**src/rtl/mem_inerf.sv**
```systemverilog
// ---------------------------------------------------------------------------
// mem_inerf: memory interface between an instruction unit and a single-port
// byte SRAM. A level-held store or load request is latched in IDLE, driven to
// the SRAM as a write/read strobe until the SRAM answers with mem_resp, and
// then acknowledged with mem_done. mem_done is held until the requester drops
// both store and load (four-phase handshake).
//
// Ports:
//   clk, reset_n       clock, synchronous active-low reset
//   store, load        level-held requests (store wins when both are high)
//   result[15:0]       store data
//   addr[13:0]         byte address
//   mem_resp           one-cycle completion pulse from the SRAM
//   datafrommem[7:0]   SRAM read data
//   datatomem[15:0]    latched store data to the SRAM
//   addrout[13:0]      latched address to the SRAM
//   write_req/read_req SRAM strobes
//   mem_done           operation complete
//   datatoinst[7:0]    last byte read
//
// sram_single_port: companion 16K x 8 SRAM model. A 16-bit write stores two
// bytes little-endian at addr and addr+1 (wrapping at 0x3FFF). Each access is
// answered by a single mem_resp pulse one cycle after the access; strobes are
// ignored while the response is pending or being issued.
// ---------------------------------------------------------------------------
module mem_inerf (
    input  logic        clk,
    input  logic        reset_n,
    input  logic        store,
    input  logic        load,
    input  logic [15:0] result,
    input  logic [13:0] addr,
    input  logic        mem_resp,
    input  logic [7:0]  datafrommem,
    output logic [15:0] datatomem,
    output logic [13:0] addrout,
    output logic        write_req,
    output logic        read_req,
    output logic        mem_done,
    output logic [7:0]  datatoinst
);

    typedef enum logic [1:0] {IDLE, WRITE, READ, DONE} state_t;

    state_t state;

    always_ff @(posedge clk) begin
        if (!reset_n) begin
            state      <= IDLE;
            datatomem  <= '0;
            addrout    <= '0;
            write_req  <= 1'b0;
            read_req   <= 1'b0;
            mem_done   <= 1'b0;
            datatoinst <= '0;
        end else begin
            case (state)
                IDLE: begin
                    // Address and data are captured here so that requester
                    // changes during the access cannot disturb it.
                    if (store) begin
                        addrout   <= addr;
                        datatomem <= result;
                        write_req <= 1'b1;
                        state     <= WRITE;
                    end else if (load) begin
                        addrout  <= addr;
                        read_req <= 1'b1;
                        state    <= READ;
                    end
                end
                WRITE: begin
                    if (mem_resp) begin
                        write_req <= 1'b0;
                        mem_done  <= 1'b1;
                        state     <= DONE;
                    end
                end
                READ: begin
                    if (mem_resp) begin
                        read_req   <= 1'b0;
                        datatoinst <= datafrommem;
                        mem_done   <= 1'b1;
                        state      <= DONE;
                    end
                end
                DONE: begin
                    // Stay here while any request is still held so a
                    // level-held request cannot retrigger.
                    if (!store && !load) begin
                        mem_done <= 1'b0;
                        state    <= IDLE;
                    end
                end
                default: state <= IDLE;
            endcase
        end
    end

endmodule


```
**config.mk**
```make
export PLATFORM = sky130hd
export DESIGN_NAME = mem_inerf
export DESIGN_NICKNAME = d
export VERILOG_FILES = /design/src/rtl/mem_inerf.sv
export SDC_FILE = /design/constraint.sdc
export NUM_CORES = 1
export LEC_CHECK = 0
export ABC_AREA = 0
export CAP_MARGIN = 15
export CORE_ASPECT_RATIO = 0.5
export CORE_MARGIN = 5
export CORE_UTILIZATION = 43
export DETAILED_ROUTE_END_ITERATION = 8
export GPL_TIMING_DRIVEN = 0
export PLACE_DENSITY = 0.85
export SKIP_CTS_REPAIR_TIMING = 1
export SYNTH_ARGS = -nofsm -noshare
export SYNTH_HDL_FRONTEND = slang
export SYNTH_SLANG_ARGS = --single-unit
```
**constraint.sdc**
```tcl
create_clock -name clk -period 2.3 [get_ports clk]
set_input_delay 0.46 -clock clk [delete_from_list [all_inputs] [get_ports clk]]
set_output_delay 0.46 -clock clk [all_outputs]
set_load 0.02 [all_outputs]
```
Word-level counts from Yosys, hierarchy flattened
Index checks and enable logic that the tools add are counted.
{ "classes": {"n_eq_ne": 11, "mux": 16, "n_reduce_logical": 16} }
{ "ops": {"columns": ["cell", "count"], "rows": [
  ["14-bit two-way mux", 2],
  ["2-bit inequality test (second input constant)", 6],
  ["3-bit AND reduction", 3],
  ["2-bit two-way mux", 4],
  ["2-bit nonzero test", 4],
  ["1-bit two-way mux", 6],
  ["1-bit one-hot mux with 2 select lines", 3],
  ["2-bit one-hot mux with 3 select lines", 1],
  ["2-bit AND reduction", 3],
  ["2-bit equality test (second input constant)", 2],
  ["4-bit AND reduction", 1],
  ["3-bit inequality test (second input constant)", 1],
  ["2-bit by 1-bit equality test with 1-bit output (second input constant)", 1],
  ["1-bit zero test", 2],
  ["2-bit zero test", 1],
  ["2-bit by 1-bit inequality test with 1-bit output (second input constant)", 1],
  ["2-bit OR reduction", 1],
  ["1-bit logical AND", 1]
]} }
{ "word_totals": {"regBits": 43, "in_bits": 43, "output_inout_bits": 41, "elab_cells": 50} }

Logic depth before layout (Yosys ltp)
Gate-level depths: netlist of run 1.
{ "depth": {"word_depth": 4, "depth_mapped": 7, "ltp_nobuf": 6} }

Worst setup path before layout of run 1
Ideal clock, no wire load.
{ "synth_timing": {"path_type": "register -> register", "from": "register state[0]", "to": "register read_req", "setup_time_ns": 0.116, "t_arrival_ns": 1.271, "t_required_ns": 2.184, "slack_ns": 0.913, "path_stages_with_launch": 7, "n_path_buf": 1, "period_less_slack_ns": 1.387, "cell_sequence": "dfxtp_1 > inv_1 > ha_1 > buf_2 > o21ai_0 > a31oi_1 > a41o_1"} }
{ "synth_via": {"elab_chain_len": 3, "word_cells_on_any_way": 8, "cone_classes": "4 x eq/ne; 1 x mux; 3 x reduce/logical"} }
{ "synth_rtl": {"columns": ["element", "line", "text"], "rows": [
  ["start: declaration", "45", "state_t state;"],
  ["start signal: assignment", "49", "state <= IDLE;"],
  ["start signal: assignment", "65", "state <= WRITE;"],
  ["start signal: assignment", "69", "state <= READ;"],
  ["2-bit equality test or 2-bit zero test (tied branches)", "57", "case (state)"],
  ["2-bit inequality test (no line) or 2-bit nonzero test (tied branches)", null, null],
  ["4-bit AND reduction (no line)", null, null],
  ["end signal: assignment", "53", "read_req <= 1'b0;"],
  ["end signal: assignment", "68", "read_req <= 1'b1;"],
  ["end signal: assignment", "81", "read_req <= 1'b0;"],
  ["end: declaration", "38", "output logic read_req,"]
]} }
Several ways; a longest one is shown, not always the timed one.
A chain may end at the register's enable or synchronous reset.

Worst setup path in the final report of run 1
{ "layout_timing": {"from": "register write_req", "to": "output write_req"} }
{ "layout_lines": {"columns": ["element", "line", "text"], "rows": [
  ["start: declaration", "37", "output logic write_req,"],
  ["start signal: assignment", "52", "write_req <= 1'b0;"],
  ["start signal: assignment", "64", "write_req <= 1'b1;"],
  ["start signal: assignment", "74", "write_req <= 1'b0;"]
]} }
No word-level cell between the ends.

==> results_tabular.tex, run 1 <==
\begin{tabular}{lr}
\hline
Metric & Value \\
\hline
\multicolumn{2}{l}{\textbf{Run status}} \\
Outcome & finished clean \\
\multicolumn{2}{l}{\textbf{Power}} \\
Leakage power total & 1.03 nW \\
Share of total power in sequential cells & 33.7\% \\
Maximum vdd ir drop & approximately 680 uV \\
Switching Share & a little over a third \\
Relative contribution of combinational cells to total power & between 40 and 50\% \\
Clock network fraction of design power & between 20\% and 30\% \\
P\_sw & 1.09 mW \\
Power density over cell area & between 1000 and 1500 nW/um\^{}2 \\
Internal power consumption & a little under 2 mW \\
\multicolumn{2}{l}{\textbf{Yosys}} \\
Main combinational cell family by area after synthesis & simple AND/OR/NAND/NOR gates \\
Yosys warning count & 0 \\
Post-Synth XOR/XNOR Area & 0\% \\
Synthesized flop and latch total & 43 \\
Sequential-to-total area share from yosys stat & $\sim$51\% \\
Post-Synthesis Net Count & 256 \\
Area share of and/or/nand/nor cells after synthesis & 21.1\% \\
Mux cell area share after synthesis & 0\% \\
Synthesized-area fraction occupied by adder cells & 3.71\% \\
Post-synthesis cell type count & 25 \\
Fraction of registers with async set or reset after synthesis & 0\% \\
Compound-cell area share of the yosys netlist & between 10\% and 20\% \\
Post-synthesis instance area & 1690 sq um \\
Number of enable flip-flop cells after synthesis & 0 \\
Flip-flop cell with the highest count after synthesis & sky130\_fd\_sc\_hd\_\_dfxtp\_1 \\
Average cell area after synthesis & 8.11 sq um \\
Synthesized instance count & about 210 \\
\multicolumn{2}{l}{\textbf{Route}} \\
Via count & 1701 \\
Drt via density & about 4.8 \\
Detailed Routing Iterations Pass 1 & 4 \\
Detail-routed net length per standard cell & between 10 and 15 um \\
Number of violations reported at the end of detailed-routing iteration 0 & 22 \\
Final ANT Viol Nets & 0 \\
WL final & 5.06 mm \\
Remaining routing DRC violations & 0 \\
\multicolumn{2}{l}{\textbf{CTS}} \\
Worst-Skew Late Latency & 310 ps \\
\# H-tree levels & 2 \\
Number of CTS-inserted buffers & 5 \\
Clock sinks & 43 \\
CTS tree & yes \\
CTS root buffer & sky130\_fd\_sc\_hd\_\_clkbuf\_8 \\
Clock edge transition at the registers on the reported setup and hold paths & 80 ps \\
CTS Buffer Depth & 2 \\
\multicolumn{2}{l}{\textbf{Floorplanning}} \\
Initial cell density of the core & 43.9\% \\
Die ar. & 5350 sq um \\
Vertical die dimension & 54.3 um \\
Total number of placement rows & 16 \\
Number of ports placed on the die boundary & 84 \\
Chip Width & 98.6 um \\
Core region area & $\sim$3800 sq um \\
\multicolumn{2}{l}{\textbf{Worst setup path}} \\
Arrival time at the worst endpoint & 1310 ps \\
Buffering stage count on the worst path with inverters included & 1 \\
Endpoint kind of the worst setup timing path & output port \\
Critical path peak fanout & 3 \\
Data required time of the critical path & 1840 ps \\
Worst-path cell chain & clkdlybuf4s50\_1 \\
Dominant delay contributor by cell family on the critical path & buffers and inverters \\
Longest individual stage delay on the worst path & 630 ps \\
Cell with the largest stage delay on the worst path & sky130\_fd\_sc\_hd\_\_clkdlybuf4s50\_1 \\
Critical path class & reg2out \\
Worst Setup Start Kind & flip-flop \\
\multicolumn{2}{l}{\textbf{Final layout}} \\
Number of nets in the finished design & around 350 \\
Diode insertion count for antenna repair & 0 \\
Fill cell instance count of the final layout & 311 \\
Core Util, Final & between 70\% and 80\% \\
Layout cells sized above 1 & 5.69\% \\
Most frequent standard cell in the layout excluding fill and tap cells & sky130\_fd\_sc\_hd\_\_clkdlybuf4s50\_1 \\
Post-Layout Cell Count & 353 \\
Area delta synth->final & 61.4\% \\
Most frequent cells in the layout & sky130\_fd\_sc\_hd\_\_clkdlybuf4s50\_1 (83), sky130\_fd\_sc\_hd\_\_nand2\_1 (75), sky130\_fd\_sc\_hd\_\_dfxtp\_1 (43) \\
\multicolumn{2}{l}{\textbf{Timing}} \\
Tightest Pin Transition & 511 ps \\
Fmax & 0.566 GHz \\
Number of failing hold endpoints at the final stage & 0 \\
Worst Hold Slack & 457 ps \\
Period minus WS final & 1770 ps \\
Tcrit/Tclk final & 76.9\% \\
Unrepaired setup endpoints after global routing & false \\
Final setup slack of the worst path & 532 ps \\
Final setup violating endpoints & 0 \\
Setup clock skew after layout & 7.88 ps \\
Final-layout setup total negative slack & 0 ps \\
Final max-slew violation count & 0 \\
Max-slew headroom at the worst pin & 65.9\% \\
\multicolumn{2}{l}{\textbf{Global routing}} \\
Pin count of the biggest net entering global routing & 15 \\
Number of global-route vias before repair & about 1800 \\
Number of antenna violations at the first check in global routing & 0 \\
First-pass GRT wire length & between 8 and 9 mm \\
Global routing usage summed across all routing layers & 19.5\% \\
Overflow after GRT & 0 \\
\multicolumn{2}{l}{\textbf{Place}} \\
Final HPWL DP & 3.79 mm \\
Setup slack at placement & 398 ps \\
Dpl cells & 345 \\
Input/output buffers & 83 \\
Final weighted congestion of routability-driven global placement & 0.751 \\
\multicolumn{2}{l}{\textbf{Run}} \\
MaxCap Viol Count & 0 \\
\multicolumn{2}{l}{\textbf{Worst hold path}} \\
Hold crit path type & reg2reg \\
\hline
\end{tabular}
flip-flops by register name, summed over array words and instances, names as in the netlist:
name / flops
addrout: 14
datatoinst: 8
datatomem: 16
mem_done: 1
read_req: 1
state: 2
write_req: 1
worst paths after layout:
kind                            depth (start not counted)                   endpoint                 startpoint  slack (ps)
worst max-delay path                                    1                  write_req     write_req$_SDFFE_PN0P_         530
worst min-delay path                                    2  datatomem[8]$_SDFFE_PN0P_  datatomem[8]$_SDFFE_PN0P_         460
worst min register to register                          2  datatomem[8]$_SDFFE_PN0P_  datatomem[8]$_SDFFE_PN0P_         460
worst max register to register                          7      read_req$_SDFFE_PN0P_      state[0]$_SDFFE_PN0P_         740
cells in the mapped netlist (2+ instances only):
master	number	area (sq um)
sky130_fd_sc_hd__o21ai_0	4	20.0
sky130_fd_sc_hd__o211ai_1	2	15.0
sky130_fd_sc_hd__o21ai_1	2	10.0
sky130_fd_sc_hd__inv_1	5	18.8
sky130_fd_sc_hd__a21boi_0	9	67.6
sky130_fd_sc_hd__nand2_1	75	282
sky130_fd_sc_hd__buf_2	5	25.0
sky130_fd_sc_hd__ha_1	5	62.6
sky130_fd_sc_hd__dfxtp_1	43	861
sky130_fd_sc_hd__clkbuf_1	5	18.8
sky130_fd_sc_hd__a21oi_1	30	150
sky130_fd_sc_hd__nand3_1	10	50.1
through the flow:
step	instance area [sq um]	total power, mW
after floorplan	1690	1.77
after global placement	2580	2.27
after detailed placement	2580	2.32
after CTS	2720	3.03
after global routing	2720	3.21
final	2720	3.01
metal layers:
metal | up-vias | part of all wire (%) | track usage (%)
li1 | 864 | - | -
met1 | 800 | 40 | 21.2
met2 | 27 | 55 | 39.4
met3 | 10 | 3.0 | 4.58
met4 | 0 | 1.3 | 5.22
met5 | - | 0 | 0
layout make-up:
| class | instances | area (sq um) | share of cell area, % |
|---|---|---|---|
| inverters | 5 | 18.8 | 0.690 |
| clock buffers | 5 | 68.8 | 2.53 |
| well taps | 54 | 67.6 | 2.48 |
| flip-flops and latches | 43 | 861 | 31.6 |
| multi-input cells | 148 | 744 | 27.4 |
| repair buffers | 83 | 831 | 30.5 |
| clock inverters | 3 | 67.6 | 2.48 |
| plain buffers | 12 | 62.6 | 2.30 |
kinds of logic after synthesis:
| kind of cell | count (synthesis) |
|---|---|
| AO/OA/AOI/OAI | 54 |
| adder cells (fa/ha/maj) | 5 |
| buffers and inverters | 17 |
| flip-flops | 43 |
| AND/OR/NAND/NOR | 89 |
power groups by stage:
stage | Sequential [mW] | Combinational (mW) | Clock (mW)
6_report | 1.02 | 1.29 | 0.709
5_1_grt | 1.04 | 1.41 | 0.761
4_1_cts | 1.02 | 1.30 | 0.712
3_5_place_dp | 1.03 | 1.29 | 0
3_3_place_gp | 1.02 | 1.24 | 0
2_1_floorplan | 1.22 | 0.547 | 0
Note: power is estimated with default switching activity, not from simulation.
==> run 2, diff against run 1 <==
--- a/config.mk
+++ b/config.mk
@@ -9,10 +9,10 @@
 export CAP_MARGIN = 15
 export CORE_ASPECT_RATIO = 0.5
 export CORE_MARGIN = 5
-export CORE_UTILIZATION = 43
+export CORE_UTILIZATION = 40
 export DETAILED_ROUTE_END_ITERATION = 8
 export GPL_TIMING_DRIVEN = 0
-export PLACE_DENSITY = 0.85
+export PLACE_DENSITY = 0.8
 export SKIP_CTS_REPAIR_TIMING = 1
 export SYNTH_ARGS = -nofsm -noshare
 export SYNTH_HDL_FRONTEND = slang
==> constraint.sdc (replaced) <==
create_clock -name clk -period 1.8 [get_ports clk]
set_input_delay 0.36 -clock clk [delete_from_list [all_inputs] [get_ports clk]]
set_output_delay 0.36 -clock clk [all_outputs]
set_load 0.02 [all_outputs]
==> run 2 against run 1 <==
Effect of this change: sequential share of layout area rose by 0.62 points; register-to-register slack got worse by 530 ps; critical path depth did not move.
==> results_tabular.tex, run 2 (synthesis results as in run 1) <==
\begin{tabular}{lr}
\hline
Metric & Value \\
\hline
\multicolumn{2}{l}{\textbf{Final layout}} \\
Number of nets in the finished design & 346 (unchanged) \\
Registers with the most flip-flops & datatomem: 16 flops, addrout: 14 flops, datatoinst: 8 flops \\
Flip-flop count of the largest register, all copies and words added & 16 (unchanged) \\
Area delta synth->final & 58.2\% \\
Fill cell instance count of the final layout & 336 (+8.0\%) \\
Diode insertion count for antenna repair & 0 (unchanged) \\
Most frequent standard cell in the layout excluding fill and tap cells & sky130\_fd\_sc\_hd\_\_clkdlybuf4s50\_1 \\
Most flops, register & datatomem \\
Layout cells sized above 1 & 5.69\% (unchanged) \\
Most frequent cells in the layout & sky130\_fd\_sc\_hd\_\_clkdlybuf4s50\_1 (83), sky130\_fd\_sc\_hd\_\_nand2\_1 (75), sky130\_fd\_sc\_hd\_\_dfxtp\_1 (43) \\
\multicolumn{2}{l}{\textbf{Run}} \\
MaxCap Viol Count & 0 (unchanged) \\
\multicolumn{2}{l}{\textbf{Worst setup path}} \\
Startpoint of the worst setup timing path & write\_req\$\_SDFFE\_PN0P\_ \\
R2R Path End & read\_req\$\_SDFFE\_PN0P\_ \\
Worst-path cell chain & clkdlybuf4s50\_1 \\
Arrival time at the worst endpoint & 1260 ps (-50 ps) \\
Depth of the worst register-to-register path & 6 (-1) \\
Endpoint kind of the worst setup timing path & output port \\
Register-to-register setup slack & 210 ps (-530 ps) \\
Critical path peak fanout & 3 (unchanged) \\
Dominant delay contributor by cell family on the critical path & buffers and inverters \\
Buffering stage count on the worst path with inverters included & 1 (unchanged) \\
Cell with the largest stage delay on the worst path & sky130\_fd\_sc\_hd\_\_clkdlybuf4s50\_1 \\
RR Startpoint & state[0]\$\_SDFFE\_PN0P\_ \\
Worst Setup Start Kind & flip-flop \\
Data required time of the critical path & 1440 ps (-400 ps) \\
Critical path class & reg2out \\
Longest individual stage delay on the worst path & 620 ps (about the same) \\
\multicolumn{2}{l}{\textbf{Timing}} \\
Fmax & 0.617 GHz \\
Final-layout setup total negative slack & 0 ps (unchanged) \\
Tcrit/Tclk final & 90.1\% \\
Final max-slew violation count & 0 (unchanged) \\
Number of failing hold endpoints at the final stage & 0 (unchanged) \\
Tightest Pin Transition & 501 ps (-9.86 ps) \\
Period minus WS final & 1620 ps \\
Setup clock skew after layout & 3.45 ps (-4.43 ps) \\
Max-slew headroom at the worst pin & 66.6\% (+0.66 points) \\
Final setup violating endpoints & 0 (unchanged) \\
Unrepaired setup endpoints after global routing & false \\
\multicolumn{2}{l}{\textbf{CTS}} \\
CTS root buffer & sky130\_fd\_sc\_hd\_\_clkbuf\_8 \\
CTS tree & yes \\
\# H-tree levels & 2 (unchanged) \\
Worst-Skew Late Latency & 290 ps (-20 ps) \\
Number of CTS-inserted buffers & 5 (unchanged) \\
Clock edge transition at the registers on the reported setup and hold paths & 80 ps (about the same) \\
Clock sinks & 43 (unchanged) \\
CTS Buffer Depth & 2 (unchanged) \\
\multicolumn{2}{l}{\textbf{Route}} \\
Number of violations reported at the end of detailed-routing iteration 0 & 37 (+68\%) \\
Detail-routed net length per standard cell & 12.9 um (-9.7\%) \\
Via count & 1677 (-1.4\%) \\
WL final & 4.57 mm (-9.7\%) \\
Drt via density & 4.75 (-1.4\%) \\
Final ANT Viol Nets & 0 (unchanged) \\
Remaining routing DRC violations & 0 (unchanged) \\
Detailed Routing Iterations Pass 1 & 4 (unchanged) \\
\multicolumn{2}{l}{\textbf{Floorplanning}} \\
Initial cell density of the core & 42.3\% (-1.5 points) \\
Number of ports placed on the die boundary & 84 (unchanged) \\
Chip Width & 102 um (+3.3\%) \\
Vertical die dimension & 55.9 um (+3.0\%) \\
Total number of placement rows & 16 (unchanged) \\
Die ar. & 5690 sq um (+6.4\%) \\
Core region area & 3980 sq um (+3.6\%) \\
\multicolumn{2}{l}{\textbf{Global routing}} \\
GR Layer Usage met1 & 18.3\% (-2.9 points) \\
Global routing usage summed across all routing layers & 16.6\% (-2.9 points) \\
First-pass GRT wire length & 7.60 mm (-6.6\%) \\
Number of antenna violations at the first check in global routing & 0 (unchanged) \\
Met3 global-route usage & 5.13\% (+0.55 points) \\
Most congested layer reported by global routing & met2 \\
Overflow after GRT & 0 (unchanged) \\
M2 GR Usage & 29.6\% (-9.7 points) \\
Pin count of the biggest net entering global routing & 14 (-1) \\
Number of global-route vias before repair & 1761 (unchanged) \\
\multicolumn{2}{l}{\textbf{Power}} \\
Post-layout total power & 3.50 mW (+16\%) \\
Maximum vdd ir drop & 545 uV (-20\%) \\
Leakage power total & 1.02 nW (-1.6\%) \\
Power density over cell area & 1310 nW/um\^{}2 (+19\%) \\
\multicolumn{2}{l}{\textbf{Place}} \\
Final weighted congestion of routability-driven global placement & 0.778 (+3.7\%) \\
Final HPWL DP & 3.51 mm (-7.3\%) \\
Input/output buffers & 83 (unchanged) \\
\multicolumn{2}{l}{\textbf{Worst hold path}} \\
Worst hold path stage count & 2 (unchanged) \\
Endpoint of the worst hold-timing path & datatomem[8]\$\_SDFFE\_PN0P\_ \\
Hold crit path type & reg2reg \\
Worst hold path startpoint & datatomem[8]\$\_SDFFE\_PN0P\_ \\
\multicolumn{2}{l}{\textbf{Run status}} \\
Outcome & finished clean \\
\hline
\end{tabular}
run 2: cell count changes in the layout (fill, tap and decap cells not counted):
cell and change:
sky130_fd_sc_hd__bufinv_16 -2, sky130_fd_sc_hd__clkinvlp_4 -1, sky130_fd_sc_hd__clkinv_2 +3
run 2: how the worst max path moves through the flow:
| stage | slack, ps | end | cells after the start |
|---|---|---|---|
| final | 180 | write_req | 1 |
| after global routing | 80 | datatomem[6]$_SDFFE_PN0P_ | 6 |
| after CTS | 160 | write_req | 1 |
| after detailed placement | 10 | read_req$_SDFFE_PN0P_ | 4 |
| after global placement | 30 | read_req$_SDFFE_PN0P_ | 4 |
| after floorplan | 410 | read_req$_SDFFE_PN0P_ | 6 |
run 2: stage by stage:
step           instances  setup slack [ps]  cell area, sq um  utilization [%]  hold slack [ps]
6_report             353               178              2670             67.0              455
3_5_place_dp         345              10.1              2580             64.9              448
4_1_cts              353               160              2670             67.0              459
5_1_grt              353              78.7              2670             67.0              483
3_3_place_gp         345              28.9              2580             64.9              442
2_1_floorplan        208               413              1690                -              471
run 2: where the power goes:
part / total (mW) / switching (mW) / internal, mW / leakage (nW)
combinational: 1.62 / 0.899 / 0.726 / 0.615
clock: 0.581 / 0.316 / 0.265 / 0.0477
sequential: 1.30 / 0.123 / 1.18 / 0.353
total: 3.50 / 1.34 / 2.17 / 1.02
run 2: cell type report:
| class | instances | area [sq um] | area share (%) |
|---|---|---|---|
| clock buffer | 5 | 68.8 | 2.58 |
| clock inverter | 3 | 15.0 | 0.563 |
| tap | 54 | 67.6 | 2.53 |
| multi-input combinational | 148 | 744 | 27.9 |
| timing repair buffer | 83 | 831 | 31.1 |
| inverter | 5 | 18.8 | 0.703 |
| buffer | 12 | 62.6 | 2.34 |
| sequential | 43 | 861 | 32.3 |
run 2: metal layers:
metal  wire length (um)  up-vias
met5                  0        -
met4                 52        0
met3                222        7
met2               2360       33
met1               1930      770
li1                   -      867
run 2: worst register-to-register path, cell delays in order (launching register included):
cell,delay [ps]
sky130_fd_sc_hd__dfxtp_1,400
sky130_fd_sc_hd__inv_1,100
sky130_fd_sc_hd__ha_1,190
sky130_fd_sc_hd__buf_2,180
sky130_fd_sc_hd__o21ai_0,250
sky130_fd_sc_hd__a31oi_1,130
sky130_fd_sc_hd__a41o_1,230
